## src/rtl/rggen_register_bus_arbiter_pkg.sv

```systemverilog
// rggen_register_bus_arbiter_pkg: shared register-bus codes, state type and sizing helper
package rggen_register_bus_arbiter_pkg;
  localparam logic [1:0] STATUS_OKAY = 2'b00;
  localparam logic [1:0] STATUS_EXOKAY = 2'b01;
  localparam logic [1:0] STATUS_SLVERR = 2'b10;
  localparam logic [1:0] STATUS_DECERR = 2'b11;
  localparam logic [1:0] ACCESS_IDLE = 2'b00;
  localparam logic [1:0] ACCESS_READ = 2'b10;
  localparam logic [1:0] ACCESS_WRITE = 2'b11;
  typedef enum logic {IDLE, BUSY} state_e;
  function automatic int ptr_width(input int n);
    return (n > 1) ? $clog2(n) : 1;
  endfunction
endpackage

```

## src/rtl/rggen_round_robin_selector.sv

```systemverilog
// rggen_round_robin_selector: first active request at or after ptr, wrapping modulo N
module rggen_round_robin_selector
  import rggen_register_bus_arbiter_pkg::*;
#(
  parameter int N = 2,
  parameter int PW = ptr_width(N)
) (
  input  logic [N-1:0]  request,
  input  logic [PW-1:0] ptr,
  output logic [N-1:0]  grant,
  output logic          found
);
  always_comb begin
    grant = '0;
    found = 1'b0;
    for (int i = 0; i < N; i++) begin
      if (!found && request[(int'(ptr) + i) % N]) begin
        grant[(int'(ptr) + i) % N] = 1'b1;
        found = 1'b1;
      end
    end
  end
endmodule

```

## src/rtl/rggen_register_bus_arbiter.sv

```systemverilog
// rggen_register_bus_arbiter: round-robin sharing of one register-bus slave port
// between N requesters, one outstanding transaction at a time.
module rggen_register_bus_arbiter
  import rggen_register_bus_arbiter_pkg::*;
#(
  parameter int REQUESTERS = 2,
  parameter int ADDRESS_WIDTH = 8,
  parameter int BUS_WIDTH = 32
) (
  input  logic                            i_clk,
  input  logic                            i_rst,
  input  logic [REQUESTERS-1:0]           i_request_valid,
  input  logic [2*REQUESTERS-1:0]         i_request_access,
  input  logic [ADDRESS_WIDTH*REQUESTERS-1:0] i_request_address,
  input  logic [BUS_WIDTH*REQUESTERS-1:0] i_request_write_data,
  input  logic [BUS_WIDTH*REQUESTERS-1:0] i_request_strobe,
  output logic [REQUESTERS-1:0]           o_request_ready,
  output logic [2*REQUESTERS-1:0]         o_request_status,
  output logic [BUS_WIDTH*REQUESTERS-1:0] o_request_read_data,
  output logic [REQUESTERS-1:0]           o_grant,
  output logic                            o_register_valid,
  output logic [1:0]                      o_register_access,
  output logic [ADDRESS_WIDTH-1:0]        o_register_address,
  output logic [BUS_WIDTH-1:0]            o_register_write_data,
  output logic [BUS_WIDTH-1:0]            o_register_strobe,
  input  logic                            i_register_ready,
  input  logic [1:0]                      i_register_status,
  input  logic [BUS_WIDTH-1:0]            i_register_read_data
);
  localparam int N = REQUESTERS;
  localparam int PW = ptr_width(N);
  state_e state;
  logic [N-1:0] grant;
  logic [N-1:0] next_grant;
  logic [PW-1:0] ptr;
  logic [PW-1:0] next_ptr;
  logic found;
  logic done;
  rggen_round_robin_selector #(.N(N), .PW(PW)) u_selector (
    .request (i_request_valid),
    .ptr     (ptr),
    .grant   (next_grant),
    .found   (found)
  );
  // priority moves to the requester just after the one that completed
  always_comb begin
    next_ptr = '0;
    for (int i = 0; i < N; i++) if (grant[i]) next_ptr = PW'((i + 1) % N);
  end
  always_ff @(posedge i_clk) begin
    if (i_rst) begin
      state <= IDLE;
      grant <= '0;
      ptr <= '0;
    end else if (state == IDLE) begin
      if (found) begin
        state <= BUSY;
        grant <= next_grant;
      end
    end else if (i_register_ready) begin
      state <= IDLE;
      grant <= '0;
      ptr <= next_ptr;
    end
  end
  // grant is one-hot or zero, so OR-ing the selected slots is a plain mux
  always_comb begin
    o_register_access = '0;
    o_register_address = '0;
    o_register_write_data = '0;
    o_register_strobe = '0;
    for (int i = 0; i < N; i++) begin
      if (grant[i]) begin
        o_register_access = o_register_access | i_request_access[2*i+:2];
        o_register_address = o_register_address | i_request_address[ADDRESS_WIDTH*i+:ADDRESS_WIDTH];
        o_register_write_data = o_register_write_data | i_request_write_data[BUS_WIDTH*i+:BUS_WIDTH];
        o_register_strobe = o_register_strobe | i_request_strobe[BUS_WIDTH*i+:BUS_WIDTH];
      end
    end
  end
  assign done = (state == BUSY) && i_register_ready;
  assign o_register_valid = state == BUSY;
  assign o_grant = grant;
  assign o_request_ready = grant & {N{done}};
  for (genvar g = 0; g < N; g++) begin : g_resp
    assign o_request_status[2*g+:2] = o_request_ready[g] ? i_register_status : 2'b00;
    assign o_request_read_data[BUS_WIDTH*g+:BUS_WIDTH] = o_request_ready[g] ? i_register_read_data : '0;
  end
endmodule

```

## config.mk

```make
export PLATFORM = sky130hd
export DESIGN_NAME = rggen_register_bus_arbiter
export DESIGN_NICKNAME = d
export VERILOG_FILES = /design/src/rtl/rggen_register_bus_arbiter_pkg.sv /design/src/rtl/rggen_round_robin_selector.sv /design/src/rtl/rggen_register_bus_arbiter.sv
export SDC_FILE = /design/constraint.sdc
export NUM_CORES = 1
export LEC_CHECK = 0
export CORE_AREA = 5 5 127 129
export CTS_CLUSTER_DIAMETER = 80
export DETAILED_ROUTE_END_ITERATION = 10
export DIE_AREA = 0 0 132 134
export DONT_BUFFER_PORTS = 1
export PLACE_DENSITY = 0.3
export REMOVE_ABC_BUFFERS = 1
export SKIP_LAST_GASP = 1
export SYNTH_ARGS = -nofsm -noshare
export SYNTH_HDL_FRONTEND = slang
export SYNTH_SLANG_ARGS = --single-unit
```

## constraint.sdc

```tcl
create_clock -name i_clk -period 1.7 [get_ports i_clk]
set_input_delay 0.34 -clock i_clk [delete_from_list [all_inputs] [get_ports i_clk]]
set_output_delay 0.34 -clock i_clk [all_outputs]
set_load 0.01 [all_outputs]
```

### Word-level counts from Yosys, hierarchy flattened

Cells that the tools add are included.

* bits in registers: 4
* input bits: 187
* output and inout bits: 147
* word-level logic and storage cells: 57

* add/sub/neg operators: 1
* order comparisons: 4
* equal/unequal tests: 1
* multiplexer cells: 33
* bitwise operators: 7
* reduce and logical (&&, ||, !) cells: 8

Operators by type and width (number)
* $mux 32: 6
* $or 32x32->32: 2
* $mux 2: 9
* $mux 8: 2
* $mux 1: 14
* $or 8x8->8: 1
* $logic_and 1x1->1: 4
* $or 2x2->2: 2
* $reduce_and 2->1: 2
* $lt 2x3->1 const B: 1
* $and 2x2->2: 1
* $demux 1 s1: 2
* $ge 2x1->1 const B: 1
* $lt 1x2->1 const B: 1
* $ne 2x2->1 const B: 1
* $reduce_bool 2->1: 1
* $add 1x1->1 const B: 1
* $and 1x1->1 const A: 1
* $ge 1x1->1 const B: 1
* $logic_not 1->1: 1

### Longest topological paths before layout

Gate-level depths: netlist of the first run.

* word-level depth: 10
* mapped depth: 5
* mapped depth without buffers: 2

### Modules after synthesis

Synthesis of the first run repeated with hierarchy kept, for this count alone.

* cells, all modules: 230
* area total of the unflattened synthesis: 1422.6 um^2

Modules (own cells, without submodules)
* rggen_register_bus_arbiter: times used 1, cells each 226, area each 1397.6 um^2
* rggen_round_robin_selector: times used 1, cells each 4, area each 25.0 um^2

### Worst setup path before layout of the first run

No wires, ideal clock.

* kind: reg2out
* start: register state, in the netlist o_register_valid
* end: output port o_request_read_data[22]
* arrival time: 1.068 ns
* required time: 1.360 ns
* path slack: 0.292 ns
* stages on the path, launching flop included: 6
* buffers on the path: 3
* cells stage by stage: dfxtp_1 > buf_6 > and3_1 > buf_6 > buf_6 > and2_1

* longest elaborated chain between the ends: 3

RTL lines
* start: declaration: RTL line rggen_register_bus_arbiter.sv:32 `state_e state;`
* start signal: assignment: RTL line rggen_register_bus_arbiter.sv:52 `state <= IDLE;`
* start signal: assignment: RTL line rggen_register_bus_arbiter.sv:57 `state <= BUSY;`
* start signal: assignment: RTL line rggen_register_bus_arbiter.sv:61 `state <= IDLE;`
* $logic_and 1x1->1: RTL line rggen_register_bus_arbiter.sv:81 `assign done = (state == BUSY) && i_register_ready;`
* $and 2x2->2: RTL line rggen_register_bus_arbiter.sv:84 `assign o_request_ready = grant & {N{done}};`
* via o_request_ready[0]: RTL line rggen_register_bus_arbiter.sv:17 `output logic [REQUESTERS-1:0] o_request_ready,`
* $mux 32: RTL line rggen_register_bus_arbiter.sv:87 `assign o_request_read_data[BUS_WIDTH*g+:BUS_WIDTH] = o_request_ready[g] ? i_register_read_data : '0;`
* end: declaration: RTL line rggen_register_bus_arbiter.sv:19 `output logic [BUS_WIDTH*REQUESTERS-1:0] o_request_read_data,`

The timed path passes the listed nets, and every way through them passes these cells.

### Final worst setup path of the first run

* start: register state, in the netlist o_register_valid
* end: output port o_request_read_data[14]

* longest elaborated chain between the ends: 3

RTL lines (RTL line)
* $logic_and 1x1->1: rggen_register_bus_arbiter.sv:81
* $and 2x2->2: rggen_register_bus_arbiter.sv:84
* $mux 32: rggen_register_bus_arbiter.sv:87

No other way between the ends.

==> results of run 1 <==
[area by class of cell]
type | count | area [um^2] | share of cell area, %
multi-input cells | 156 | 1190 | 71.8
repair buffers | 7 | 77.6 | 4.66
clock buffers | 3 | 75.1 | 4.51
well taps | 188 | 235 | 14.1
flip-flops and latches | 4 | 82.6 | 4.96
[power by group]
part / switching [mW] / leakage, nW / internal [mW] / total [mW]
combinational: 0.257 / 0.550 / 0.155 / 0.412
clock: 0.0679 / 0.0370 / 0.301 / 0.368
sequential: 0.00486 / 0.0337 / 0.102 / 0.107
total: 0.330 / 0.620 / 0.558 / 0.887
[registers in the layout, summed over array words and instances, names as in the netlist]
| name | cells |
|---|---|
| o_grant | 2 |
| ptr | 1 |
| o_register_valid | 1 |
[metrics by stage]
| step | power [mW] | TNS, ps |
|---|---|---|
| after CTS | 0.894 | 0 |
| after global placement | 0.524 | 0 |
| after floorplan | 0.441 | -127000 |
| after detailed placement | 0.518 | 0 |
| final | 0.887 | 0 |
| after global routing | 0.935 | 0 |
[cells by family after synthesis]
family	synth area share, %
buf+inv	12.0
flops	5.53
simple gates	33.9
compound gates	48.6
[critical path, delay by kind of cell (launching register included)]
| kind | cells | cell delay (ps) |
|---|---|---|
| buf+inv | 1 | 260 |
| flops | 1 | 320 |
| simple gates | 2 | 400 |
[layer usage]
| layer | up-vias | global-route usage, % | wire, um | part of all wire, % |
|---|---|---|---|---|
| met3 | 4 | 2.74 | 751 | 10 |
| met5 | - | 0 | 0 | 0 |
| met4 | 0 | 1.20 | 44 | 0.59 |
| li1 | 668 | - | - | - |
| met1 | 766 | 9.20 | 2870 | 38 |
| met2 | 157 | 11.5 | 3840 | 51 |
[how the worst max path moves through the flow]
stage	start	end	slack, ps	depth (start not counted)
2_1_floorplan	o_grant[1]$_SDFFE_PP0P_	o_request_read_data[32]	-1230	2
6_report	o_register_valid$_SDFF_PP0_	o_request_read_data[14]	130	3
4_1_cts	o_register_valid$_SDFF_PP0_	o_request_read_data[14]	110	3
5_1_grt	o_register_valid$_SDFF_PP0_	o_request_read_data[14]	30	3
3_3_place_gp	o_grant[0]$_SDFFE_PP0P_	o_request_read_data[14]	380	3
3_5_place_dp	i_register_ready	o_request_read_data[14]	350	3
[layout by cell type (no fill, tap or decap), drive strengths merged]
cell type  netlist  final
o31a             1      1
buf             19      7
dfxtp            4      4
nand2b           3      3
and2            68     68
a32o             2      2
a21bo            1      1
clkbuf           6      3
a22o            74     74
a211oi           1      1
nor3b            1      1
and3             2      2
nand4b           1      1
a21oi            2      2
[cells in the mapped netlist]
master	instances
nor3b_1	1
buf_6	9
dfxtp_1	4
nand2b_1	3
a21oi_1	2
clkbuf_1	6
and2_4	7
nand4b_1	1
a22o_1	74
a32o_1	2
and3_1	2
o31a_1	1
a211oi_1	1
a21bo_2	1
buf_2	10
and2_1	61
==> results.sh, run 1 <==
export IMPL_worstReg2RegEnd="o_grant[0]$_SDFFE_PP0P_"
export IMPL_row_count=45
export IMPL_finalMaxSlewViolations=0
export IMPL_crit_arrival_ps=1230
export IMPL_drc=0
export IMPL_cts_root_buffer="clkbuf_16"
export IMPL_clk_latency_ps=230
export IMPL_finalCritPeriodShare_pct=92.1
export IMPL_drt_initial_drc_count=71
export IMPL_coreArea_um2=14900
export IMPL_status="complete, no violations"
export IMPL_cts_tree="built"
export IMPL_cts_made_buffers=3
export IMPL_n_fill_cell=1732
export IMPL_ant_nets=0
export IMPL_initial_utilization_pct=9.71
export IMPL_syn_cell_area_um2=1450
export IMPL_power_density_nw_per_um2=533
export IMPL_cts_sink_count=4
export IMPL_synth_seq_cells=4
export IMPL_drt_pre_antenna_iters=4
export IMPL_yosysWarnings=0
export IMPL_antenna_found_initial=0
export IMPL_portBuffers=0
export IMPL_ctsResizeCount=0
export IMPL_startpoint_type="flop"
export IMPL_wire_per_inst_um=20.9
export IMPL_instances_no_fill=358
export IMPL_ff2ff_path_depth=3
export IMPL_die_h_um=134
export IMPL_n_antenna_cell=0
export IMPL_pre_cts_slack_ps=350
export IMPL_cts_setup_buffers=0
export IMPL_setup_viol=0
export IMPL_grt_max_degree=78
export IMPL_die_width_um=132
export IMPL_cp_cell_sequence="and3_1 -> buf_4 -> and2_1"
export IMPL_finClkSkew_ps=2.33
export IMPL_slew_headroom_pct=77.8
export IMPL_cts_hold_buffers_added=0
export IMPL_postLayoutCellArea_um2=1670
export IMPL_htreeDepth=1
export IMPL_final_hold_violation_count=0
export IMPL_worstHoldPathCells=1
export IMPL_wirelength_um=7500
export IMPL_yosysSeqAreaShare_pct=5.53
export IMPL_cp_end_kind="primary output"
export IMPL_area_delta_synth_final_pct=14.9
export IMPL_fmaxAchievable_mhz=639
export IMPL_utilization_pct=11.2
export IMPL_hp_class="input pin to flop"
export IMPL_worst_pin_slew_ps=333
export IMPL_dp_cells=355
export IMPL_yosysTopAreaCell="a22o_1"
export IMPL_grt_pass1_wl_um=10300
export IMPL_final_min_clock_period_ps=1570
export IMPL_timing_reg2reg_setup_slack_ps=710
export IMPL_min_delay_start="i_rst"
export IMPL_dieArea_um2=17700
export IMPL_vias_per_cell=4.46
export IMPL_routabilityCongestion=0.693
export IMPL_critPathSlowestCell="dfxtp_1"
export IMPL_clk_pin_slew_ps=30
export IMPL_required_ps=1360
export IMPL_synth_area_top_cells="a22o_1 (45%), and2_1 (26%), buf_6 (7.0%)"
export IMPL_synth_cells=185
export IMPL_clockBufferDepth=2
export IMPL_place_area_um2=1590
export IMPL_holdPathEnd="ptr$_SDFFE_PP0P_"
export IMPL_holdWs_ps=181
export IMPL_worst_path_max_fanout=35
export IMPL_cap_violations=0
export IMPL_rsz0062_at_grt="no"
export IMPL_syn_area_per_cell_um2=7.83
export IMPL_timing_final_ws_setup_ps=134
export IMPL_synth_top_area_share_pct=44.7
export IMPL_num_io_pins=334
export IMPL_total_leakage_power_nw=0.620
export IMPL_ir_drop_mv=0.219
export IMPL_regToRegStartpoint="o_register_valid$_SDFF_PP0_"
export IMPL_cp_slowest_stage_delay_ps=320
export IMPL_path_class="flop to primary output"
export IMPL_grt_overflow=0
export IMPL_grt_total_usage_pct=7.13
export IMPL_post_synth_num_cell_types=16
export IMPL_post_dp_hpwl_um=6510
export IMPL_vias=1595
export IMPL_grt_pass1_vias=1635
export IMPL_drive_gt1_share_pct=11.8
export IMPL_nets=359
Power figures use the tool's default switching activity.
==> inputs of run 2 (changes only) <==
- DONT_BUFFER_PORTS: 1 -> unset
- PLACE_DENSITY: 0.3 -> 0.49
==> run 2 against run 1 <==
Effect of this change: the flow now finishes with violations (negative setup slack); routed wire length up 84%; global-route usage up 6.8 points; sequential power about the same; clock skew down 1.2 ps; clock-buffer cell count unchanged; largest power group unchanged; non-clock buffer count up 373; maximum frequency down 18%; sequential cell count unchanged; cell area rose to 3.4 times the previous value; first-iteration DRC count down 1.4%.
==> results.sh, run 2 (synthesis results as in run 1) <==
export IMPL_cp_slowest_stage_delay_ps=540
export IMPL_required_ps=1360
export IMPL_drt_pre_antenna_iters=4
export IMPL_cap_violations=0
export IMPL_path_class="input pin to primary output"
export IMPL_seq_area_um2=87.6
export IMPL_drive_gt1_share_pct=43.3
export IMPL_hp_class="flop to flop"
export IMPL_grt_overflow=0
export IMPL_nets=732
export IMPL_drc=0
export IMPL_coreArea_um2=14900
export IMPL_final_hold_violation_count=0
export IMPL_grt_pass1_vias=3304
export IMPL_utilization_pct=38.2
export IMPL_vias_per_cell=4.06
export IMPL_cts_root_buffer="clkbuf_16"
export IMPL_n_fill_cell=1518
export IMPL_ant_nets=0
export IMPL_p_sw_uw=529
export IMPL_use_met1_pct=15.6
export IMPL_top_usage_layer="met2"
export IMPL_antenna_found_initial=0
export IMPL_die_h_um=134
export IMPL_crit_buf_inv=2
export IMPL_cts_tree="built"
export IMPL_rsz0062_at_grt="yes"
export IMPL_clk_latency_ps=230
export IMPL_n_antenna_cell=0
export IMPL_cp_cell_sequence="clkdlybuf4s50_1 -> a22o_1 -> clkdlybuf4s50_1"
export IMPL_post_dp_hpwl_um=10200
export IMPL_finalCritPeriodShare_pct=112
export IMPL_clk_pin_slew_ps=30
export IMPL_startpoint_type="input pin"
export IMPL_path_common_cell="clkdlybuf4s50_1"
export IMPL_timing_final_ws_setup_ps=-203
export IMPL_row_count=45
export IMPL_routabilityCongestion=0.787
export IMPL_met3_usage_pct=3.45
export IMPL_grt_pass1_wl_um=19600
export IMPL_fmaxAchievable_mhz=525
export IMPL_area_delta_synth_final_pct=294
export IMPL_fin_tns_setup_ps=-3910
export IMPL_wire_per_inst_um=18.8
export IMPL_critPathSlowestCell="clkdlybuf4s50_1"
export IMPL_layout_commonest_cell="clkdlybuf4s50_1"
export IMPL_cts_sink_count=4
export IMPL_total_leakage_power_nw=2.77
export IMPL_combPwrFrac_pct=72.8
export IMPL_clockBufferDepth=2
export IMPL_htreeDepth=1
export IMPL_holdWs_ps=589
export IMPL_multi_input_area_um2=1350
export IMPL_largest_register_ffs=2
export IMPL_initial_utilization_pct=9.71
export IMPL_cpLargestDelayFamily="buffers and inverters"
export IMPL_grt_total_usage_pct=14.0
export IMPL_cts_made_buffers=3
export IMPL_die_width_um=132
export IMPL_wirelength_um=13800
export IMPL_ir_drop_mv=0.209
export IMPL_status="finished, violations left"
export IMPL_slew_headroom_pct=82.8
export IMPL_finClkSkew_ps=1.16
export IMPL_grt_max_degree=28
export IMPL_cp_end_kind="primary output"
export IMPL_final_min_clock_period_ps=1900
export IMPL_p_seq_share_pct=6.2
export IMPL_violations="negative setup slack"
export IMPL_portBuffers=333
export IMPL_finalMaxSlewViolations=0
export IMPL_final_cell_mix="clkdlybuf4s50_1 (188), buf_6 (79), a22o_1 (73)"
export IMPL_switching_share_pct=29.7
export IMPL_worst_pin_slew_ps=258
export IMPL_setup_viol=61
export IMPL_crit_arrival_ps=1560
export IMPL_worst_path_max_fanout=1
export IMPL_cts_hold_buffers_added=0
export IMPL_power_density_nw_per_um2=312
export IMPL_num_io_pins=334
export IMPL_grt_util_met2_pct=26.6
export IMPL_dieArea_um2=17700
export IMPL_drt_initial_drc_count=70
export IMPL_p_int_mw=1.25
export IMPL_clkPwrFrac_pct=21.0
export IMPL_vias=2971
[run 2: changes by cell type in the layout (fill, tap and decap cells not counted), moves of 13 or more]
cell             before  now
and2_4                7   63
buf_6                 0   79
and2_1               61    5
clkdlybuf4s50_1       0  188
dlymetal6s2s_1        0   16
clkbuf_2              0   37
buf_2                 0   13
[run 2: final cells by class]
| class | instances | share of cell area, % |
|---|---|---|
| Multi-Input combinational cell | 156 | 23.7 |
| Sequential cell | 4 | 1.54 |
| Timing Repair Buffer | 380 | 69.3 |
| Clock buffer | 3 | 1.32 |
| Tap cell | 188 | 4.12 |
[run 2: path summary, 6_finish.rpt]
kind,startpoint,to,slack [ps],cells past startpoint
setup / recovery,i_request_write_data[13],o_register_write_data[13],-200,3
hold / removal,ptr$_SDFFE_PP0P_,o_grant[1]$_SDFFE_PP0P_,590,2
setup reg to reg,o_grant[1]$_SDFFE_PP0P_,ptr$_SDFFE_PP0P_,250,7
hold reg to reg,ptr$_SDFFE_PP0P_,o_grant[1]$_SDFFE_PP0P_,590,2
[run 2: power by group through the flow]
| stage | sequential [mW] | clock [mW] | combinational (mW) |
|---|---|---|---|
| after detailed placement | 0.109 | 0 | 1.25 |
| final | 0.110 | 0.374 | 1.30 |
| after global routing | 0.112 | 0.386 | 1.38 |
| after global placement | 0.110 | 0 | 1.25 |
| after CTS | 0.113 | 0.379 | 1.29 |
| after floorplan | 0.160 | 0 | 0.280 |
[run 2: stage by stage]
step	instance area [um^2]	instances	power, mW	setup WS [ps]
3_3_place_gp	5040	695	1.36	-582
6_report	5700	731	1.78	-203
3_5_place_dp	5040	695	1.36	-604
4_1_cts	5550	729	1.78	-233
5_1_grt	5700	731	1.88	-234
2_1_floorplan	1270	160	0.441	-1230
[run 2: worst reg2reg max path, delay by kind of cell (launching register included)]
family                 cells  cell delay, ps
and+or+nand+nor            1             170
DFF                        1             370
buffers and inverters      5             710
AOI/OAI and AO/OA          1             150
[run 2: what timing repair did]
item	CTS	global route
hold endpoints to repair	0	0
setup buffers	19	13
gates cloned	13	2
gates resized for setup	416	229
pin swaps	15	38
endpoints found under the setup margin	146	142
[run 2: metal layers]
metal	vias to the layer above	share of wire, %
met5	-	0
met3	15	6.2
li1	1425	-
met1	1387	37
met2	144	56
met4	0	1.4
